### src/rtl/fp_pkg.sv
// Shared numeric constants, FSM state type and operand classifier for the FP arithmetic pipe.
package fp_pkg;

  localparam int unsigned EXP_W = 8;
  localparam int unsigned MAN_W = 23;
  localparam int unsigned BIAS  = 127;

  localparam logic [31:0] QNAN = 32'h7FC0_0000;

  typedef enum logic [1:0] {
    IDLE,
    MUL,
    NORM,
    DONE
  } state_t;

  // Returns {is_zero, is_inf, is_nan}; a zero exponent is a zero (denormals flushed).
  function automatic logic [2:0] classify(input logic [30:0] f);
    logic [EXP_W-1:0] e;
    logic [MAN_W-1:0] m;
    e = f[30:23];
    m = f[22:0];
    classify = {(e == '0), (e == '1) && (m == '0), (e == '1) && (m != '0)};
  endfunction

endpackage

### src/rtl/mant_seq_mul.sv
// 24x24 shift-add mantissa multiplier, one multiplier bit per cycle, LSB first.
module mant_seq_mul (
  input  logic        clk,
  input  logic        rst_n,
  input  logic        start,
  input  logic [23:0] op_a,
  input  logic [23:0] op_b,
  output logic        done,
  output logic [47:0] prod
);

  logic [47:0] mcand_q, mcand_d;
  logic [23:0] mplier_q, mplier_d;
  logic [47:0] acc_q, acc_d;
  logic [4:0]  cnt_q, cnt_d;
  logic        busy_q, busy_d;
  logic        done_q, done_d;

  // Load on start, then add the shifted multiplicand for each set multiplier bit.
  always_comb begin
    mcand_d  = mcand_q;
    mplier_d = mplier_q;
    acc_d    = acc_q;
    cnt_d    = cnt_q;
    busy_d   = busy_q;
    done_d   = 1'b0;
    if (start) begin
      mcand_d  = {24'h00_0000, op_a};
      mplier_d = op_b;
      acc_d    = '0;
      cnt_d    = '0;
      busy_d   = 1'b1;
    end else if (busy_q) begin
      if (mplier_q[0]) acc_d = acc_q + mcand_q;
      mcand_d  = mcand_q << 1;
      mplier_d = mplier_q >> 1;
      if (cnt_q == 5'd23) begin
        busy_d = 1'b0;
        done_d = 1'b1;
      end else begin
        cnt_d = cnt_q + 5'd1;
      end
    end
  end

  // Datapath registers with synchronous active-low reset.
  always_ff @(posedge clk) begin
    if (!rst_n) begin
      mcand_q  <= '0;
      mplier_q <= '0;
      acc_q    <= '0;
      cnt_q    <= '0;
      busy_q   <= 1'b0;
      done_q   <= 1'b0;
    end else begin
      mcand_q  <= mcand_d;
      mplier_q <= mplier_d;
      acc_q    <= acc_d;
      cnt_q    <= cnt_d;
      busy_q   <= busy_d;
      done_q   <= done_d;
    end
  end

  assign done = done_q;
  assign prod = acc_q;

endmodule

### src/rtl/fp_mul_iterative.sv
// Sequential IEEE-754 single multiplier: truncating, flush-to-zero, valid/ready on both sides.
module fp_mul_iterative
  import fp_pkg::*;
(
  input  logic        clk,
  input  logic        rst_n,
  input  logic        in_valid,
  output logic        in_ready,
  input  logic [31:0] Multiplicand,
  input  logic [31:0] Multiplier,
  output logic        out_valid,
  input  logic        out_ready,
  output logic [31:0] Product
);

  state_t             state_q, state_d;
  logic               sign_q, sign_d;
  logic signed [9:0]  exp_q, exp_d;
  logic               spec_q, spec_d;
  logic [31:0]        spec_res_q, spec_res_d;
  logic [31:0]        product_q, product_d;
  logic               out_valid_q, out_valid_d;

  logic [2:0]         cls_a, cls_b;
  logic               sign_in, is_special, accept;
  logic [31:0]        spec_val, norm_res;
  logic signed [9:0]  e_norm;
  logic [22:0]        mant;
  logic               mul_done;
  logic [47:0]        mul_prod;
  logic               unused_prod;

  assign cls_a    = classify(Multiplicand[30:0]);
  assign cls_b    = classify(Multiplier[30:0]);
  assign sign_in  = Multiplicand[31] ^ Multiplier[31];
  assign in_ready = (state_q == IDLE);
  assign accept   = in_valid && (state_q == IDLE);

  mant_seq_mul u_core (
    .clk   (clk),
    .rst_n (rst_n),
    .start (accept && !is_special),
    .op_a  ({1'b1, Multiplicand[22:0]}),
    .op_b  ({1'b1, Multiplier[22:0]}),
    .done  (mul_done),
    .prod  (mul_prod)
  );

  assign unused_prod = ^mul_prod[22:0];

  // Special-operand result, decided from the incoming operands at accept.
  always_comb begin
    is_special = (|cls_a) || (|cls_b);
    if (cls_a[0] || cls_b[0] || (cls_a[1] && cls_b[2]) || (cls_a[2] && cls_b[1]))
      spec_val = QNAN;
    else if (cls_a[1] || cls_b[1])
      spec_val = {sign_in, 8'hFF, 23'h00_0000};
    else
      spec_val = {sign_in, 31'h0000_0000};
  end

  // Normalisation, overflow/underflow and packing of the finished mantissa product.
  always_comb begin
    e_norm = exp_q + (mul_prod[47] ? 10'sd1 : 10'sd0);
    mant   = mul_prod[47] ? mul_prod[46:24] : mul_prod[45:23];
    if (spec_q)
      norm_res = spec_res_q;
    else if (e_norm >= 10'sd255)
      norm_res = {sign_q, 8'hFF, 23'h00_0000};
    else if (e_norm <= 10'sd0)
      norm_res = {sign_q, 31'h0000_0000};
    else
      norm_res = {sign_q, e_norm[7:0], mant};
  end

  // Handshake FSM. Special operands bypass MUL and spend their single pre-DONE
  // cycle in NORM, which passes the precomputed result straight through.
  always_comb begin
    state_d     = state_q;
    sign_d      = sign_q;
    exp_d       = exp_q;
    spec_d      = spec_q;
    spec_res_d  = spec_res_q;
    product_d   = product_q;
    out_valid_d = out_valid_q;
    case (state_q)
      IDLE: begin
        if (in_valid) begin
          sign_d     = sign_in;
          exp_d      = 10'(Multiplicand[30:23]) + 10'(Multiplier[30:23]) - 10'(BIAS);
          spec_d     = is_special;
          spec_res_d = spec_val;
          state_d    = is_special ? NORM : MUL;
        end
      end
      MUL: begin
        if (mul_done) state_d = NORM;
      end
      NORM: begin
        product_d   = norm_res;
        out_valid_d = 1'b1;
        state_d     = DONE;
      end
      DONE: begin
        if (out_ready) begin
          out_valid_d = 1'b0;
          state_d     = IDLE;
        end
      end
      default: state_d = IDLE;
    endcase
  end

  // Control and result registers with synchronous active-low reset.
  always_ff @(posedge clk) begin
    if (!rst_n) begin
      state_q     <= IDLE;
      sign_q      <= 1'b0;
      exp_q       <= '0;
      spec_q      <= 1'b0;
      spec_res_q  <= '0;
      product_q   <= '0;
      out_valid_q <= 1'b0;
    end else begin
      state_q     <= state_d;
      sign_q      <= sign_d;
      exp_q       <= exp_d;
      spec_q      <= spec_d;
      spec_res_q  <= spec_res_d;
      product_q   <= product_d;
      out_valid_q <= out_valid_d;
    end
  end

  assign out_valid = out_valid_q;
  assign Product   = product_q;

endmodule

### config.mk
export PLATFORM = sky130hd
export DESIGN_NAME = fp_mul_iterative
export DESIGN_NICKNAME = d
export VERILOG_FILES = /design/src/rtl/fp_pkg.sv /design/src/rtl/mant_seq_mul.sv /design/src/rtl/fp_mul_iterative.sv
export SDC_FILE = /design/constraint.sdc
export NUM_CORES = 1
export LEC_CHECK = 0
export BUFFER_PORTS_ARGS = -buffer_cell sky130_fd_sc_hd__buf_4
export CAP_MARGIN = 40
export CORE_ASPECT_RATIO = 1.4
export CORE_MARGIN = 4
export CORE_UTILIZATION = 56
export CTS_BUF_LIST = sky130_fd_sc_hd__clkbuf_2
export DETAILED_ROUTE_END_ITERATION = 6
export PLACE_DENSITY = 0.79
export SLEW_MARGIN = 20
export SYNTH_ARGS = -nofsm -noshare
export SYNTH_HDL_FRONTEND = slang
export SYNTH_HIERARCHICAL = 1
export SYNTH_SLANG_ARGS = --single-unit
### constraint.sdc
create_clock -name clk -period 2.57 [get_ports clk]
set_input_delay 0.514 -clock clk [delete_from_list [all_inputs] [get_ports clk]]
set_output_delay 0.514 -clock clk [all_outputs]
set_load 0.02 [all_outputs]
==> flow_summary.ini <==
[run_status]
status = complete, but fails checks
violations = setup timing

[grt]
grt_pass1_wl_um = 44200
grt_pass1_vias = 9683
track_usage = 0.255
grt_max_degree = 52
gr-total-overflow = 0
antenna_found_initial = 2

[timing]
setup_violations = 13
slew_violations = 0
rsz0062_at_grt = true
slew_headroom = 0.479
hold_violations = 0
fmax_mhz = 366
period_share = 1.06
finalClockSkew_ps = 37.7
worst_hold_slack_ps = 46.9
fin_tns_setup_ps = -984
worst_pin_slew_ps = 781
fin_crit_ps = 2740
setup_ws_ps = -165

[worst_setup_path]
r2r-end = u_core/prod[46]$_SDFFE_PP0P_
startpoint = u_core/prod[8]$_SDFFE_PP0P_
worstPathCellList = ha_4 -> and3_1 -> o21ai_0 -> a31o_4 -> a41o_1 -> o211ai_1 -> buf_4 -> a21oi_4 -> a211oi_2 -> o22ai_2 -> xor2_1 -> a21oi_1
reg2reg_slack_ps = -170
critPathArrivalTime_ps = 3480
cpMaxStageDelayCell = dfxtp_1
path_max_fanout = 5
criticalPathCategory = reg -> reg
worst_r2r_path_depth = 12
cp-endpoint = u_core/prod[46]$_SDFFE_PP0P_
r2r_start = u_core/prod[8]$_SDFFE_PP0P_
crit_path_end_kind = register
critPathRequiredTime_ps = 3310
cp_slowest_stage_delay_ps = 390
startpoint_type = register

[yosys]
synth.distinct_cells = 84
yosys.area.top_type = dfxtp_1
synthTopCellsByArea = dfxtp_1 34%, mux2i_1 9.2%, ha_1 8.2%, nand2_1 6.7%, a21oi_1 4.8%
synth-simple-area-share = 0.205
synthMuxAreaShare = 0.0920
ys_ff_latch = 177
synthTopCellsByCount = 188 x nand2_1, 177 x dfxtp_1, 101 x a21oi_1
synth_top_family_by_area = simple AND/OR/NAND/NOR gates
synth_compound_area_frac = 0.198
synth_top_cell_area_share = 0.336
syn_inst = 1271
synth-xor-area-share = 0.0456
synthArstFlopShare = 0
yosysMostFrequentCell = nand2_1
synth_area_per_cell_um2 = 8.30
synth-warning-count = 6
synth_edf_count = 0
synthFlopType = dfxtp_1
syn_area_mm2 = 0.0106
ys_seq_area_frac = 0.336
synthAdderAreaFrac = 0.0856

[route]
drc = 0
top_layer = met4
drt_iter0_markers = 539
wl_um = 27700
wl_met3_um = 1160
drt-met1-wl_um = 11300
viasPerCell = 5.71
num_vias = 10000
ant_nets = 0
drt-wirelength-per-cell_um = 15.8
drtPass1Iterations = 5
dr_wl_met2_um = 14400

[final_layout]
finalNetCount = 1633
area_growth_syn_to_layout_pct = 28.2
drive_gt1_frac = 0.267
fillCellCount = 1334
postLayoutCellArea_mm2 = 0.0135

[floorplanning]
ios = 102
initial_utilization = 0.570
fp.dieArea_mm2 = 0.0211
coreArea_mm2 = 0.0185
die_h_um = 170
die_x_um = 124
rows = 59

[pwr]
ir_drop_mv = 0.459
leakage_nw = 5.59
powerDensity_mw_per_mm2 = 556

[cts]
cts_tree = yes
cts_max_path_buffers = 2
ctsHtreeMaxLevel = 4
cts_inserted_buffers = 17
cts_sinks = 177
root_buffer = clkbuf_2
clkSlewWorstSetupHoldPaths_ps = 250
clk_latency_ps = 800

[hold_path]
hold_path_depth = 4
hold_path.class = in -> reg
hp-start = Multiplicand[11]

[place]
io_buffers = 101
gp_congestion = 0.898
pre_cts_ws_ps = -339
placed_area_mm2 = 0.0124
dp_hpwl_um = 19400

[run]
cap_viol_max_count = 0
## what timing repair did
item,4_1_cts,5_1_grt
resized for setup,28,77
buffers inserted,4,12
pin swaps,16,49
endpoints found under the hold margin,27,1
hold buffers,27,1
endpoints found under the setup margin,21,52
cloned,0,1
## worst min path at each step
stage / end / slack [ps]
4_1_cts: u_core/mplier_q[22]$_SDFFE_PN0P_ / 0.9
6_report: u_core/mcand_q[11]$_SDFFE_PN0P_ / 50
3_5_place_dp: Product[1]$_SDFFE_PN0P_ / 440
2_1_floorplan: spec_res_q[31]$_SDFFE_PN0P_ / 430
3_3_place_gp: Product[9]$_SDFFE_PN0P_ / 440
5_1_grt: u_core/mcand_q[13]$_SDFFE_PN0P_ / -3
## final cells by class
type | count | area, µm² | area share
diodes | 2 | 5.00 | 0.000370
clock buffers | 18 | 90.1 | 0.00666
clock inverters | 14 | 223 | 0.0165
inverters | 28 | 105 | 0.00777
multi-input cells | 1000 | 7070 | 0.523
flip-flops and latches | 177 | 3580 | 0.264
well taps | 244 | 305 | 0.0226
repair buffers | 270 | 2160 | 0.159
## worst max-delay path, delay by kind of cell, from the launching register on
kind,cells,cell delay (ps)
AND/OR/NAND/NOR,1,200
AO/OA/AOI/OAI,8,1510
adder cells (fa/ha/maj),1,280
flip-flops,1,390
buffers and inverters,1,170
XOR/XNOR,1,150
## power by group
part / switching (W) / internal (W) / total, W
Clock: 0.00104 / 0.000757 / 0.00179
Sequential: 0.000223 / 0.00301 / 0.00324
Combinational: 0.00137 / 0.00113 / 0.00249
## stage by stage
stage | instances | power, W | utilization
after CTS | 1738 | 0.00744 | 0.706
after floorplan | 1272 | 0.00483 | -
after global placement | 1675 | 0.00555 | 0.668
after detailed placement | 1675 | 0.00562 | 0.668
final | 1753 | 0.00752 | 0.730
after global routing | 1753 | 0.00793 | 0.730
## cell families (layout without fill, tap and decap cells)
kind of cell,Yosys count,in the layout
xor+xnor,55,55
mux,97,97
flops,177,177
other cells,1,4
buf+inv,95,330
fa+ha+maj,71,71
simple gates,449,449
compound gates,326,326
## registers in the layout (all words and copies together), names as in the netlist
signal and flops:
state_q 2, spec_q 1, exp_q 10, u_core/busy_q 1, sign_q 1, out_valid 1
u_core/cnt_q 5, spec_res_q 3, u_core/mplier_q 24, u_core/prod 48, Product 32, u_core/mcand_q 48
u_core/done 1
## layer usage
layer | up-vias | GRT usage
met2 | 269 | 0.464
met4 | 0 | 0.0963
met5 | - | 0
met3 | 73 | 0.0386
li1 | 4980 | -
met1 | 4694 | 0.298
## cells in the final DEF, fill, tap and decap left out, types with 28 or more instances in the layout
cell type / n
a21oi_1: 79
and2_1: 52
buf_4: 237
dfxtp_1: 155
dlygate4sd3_1: 28
ha_1: 58
inv_1: 28
mux2i_1: 97
nand2_1: 188
nor2_1: 76
o21ai_0: 76
xnor2_1: 37
No activity file was read; power rests on OpenSTA's default activity.
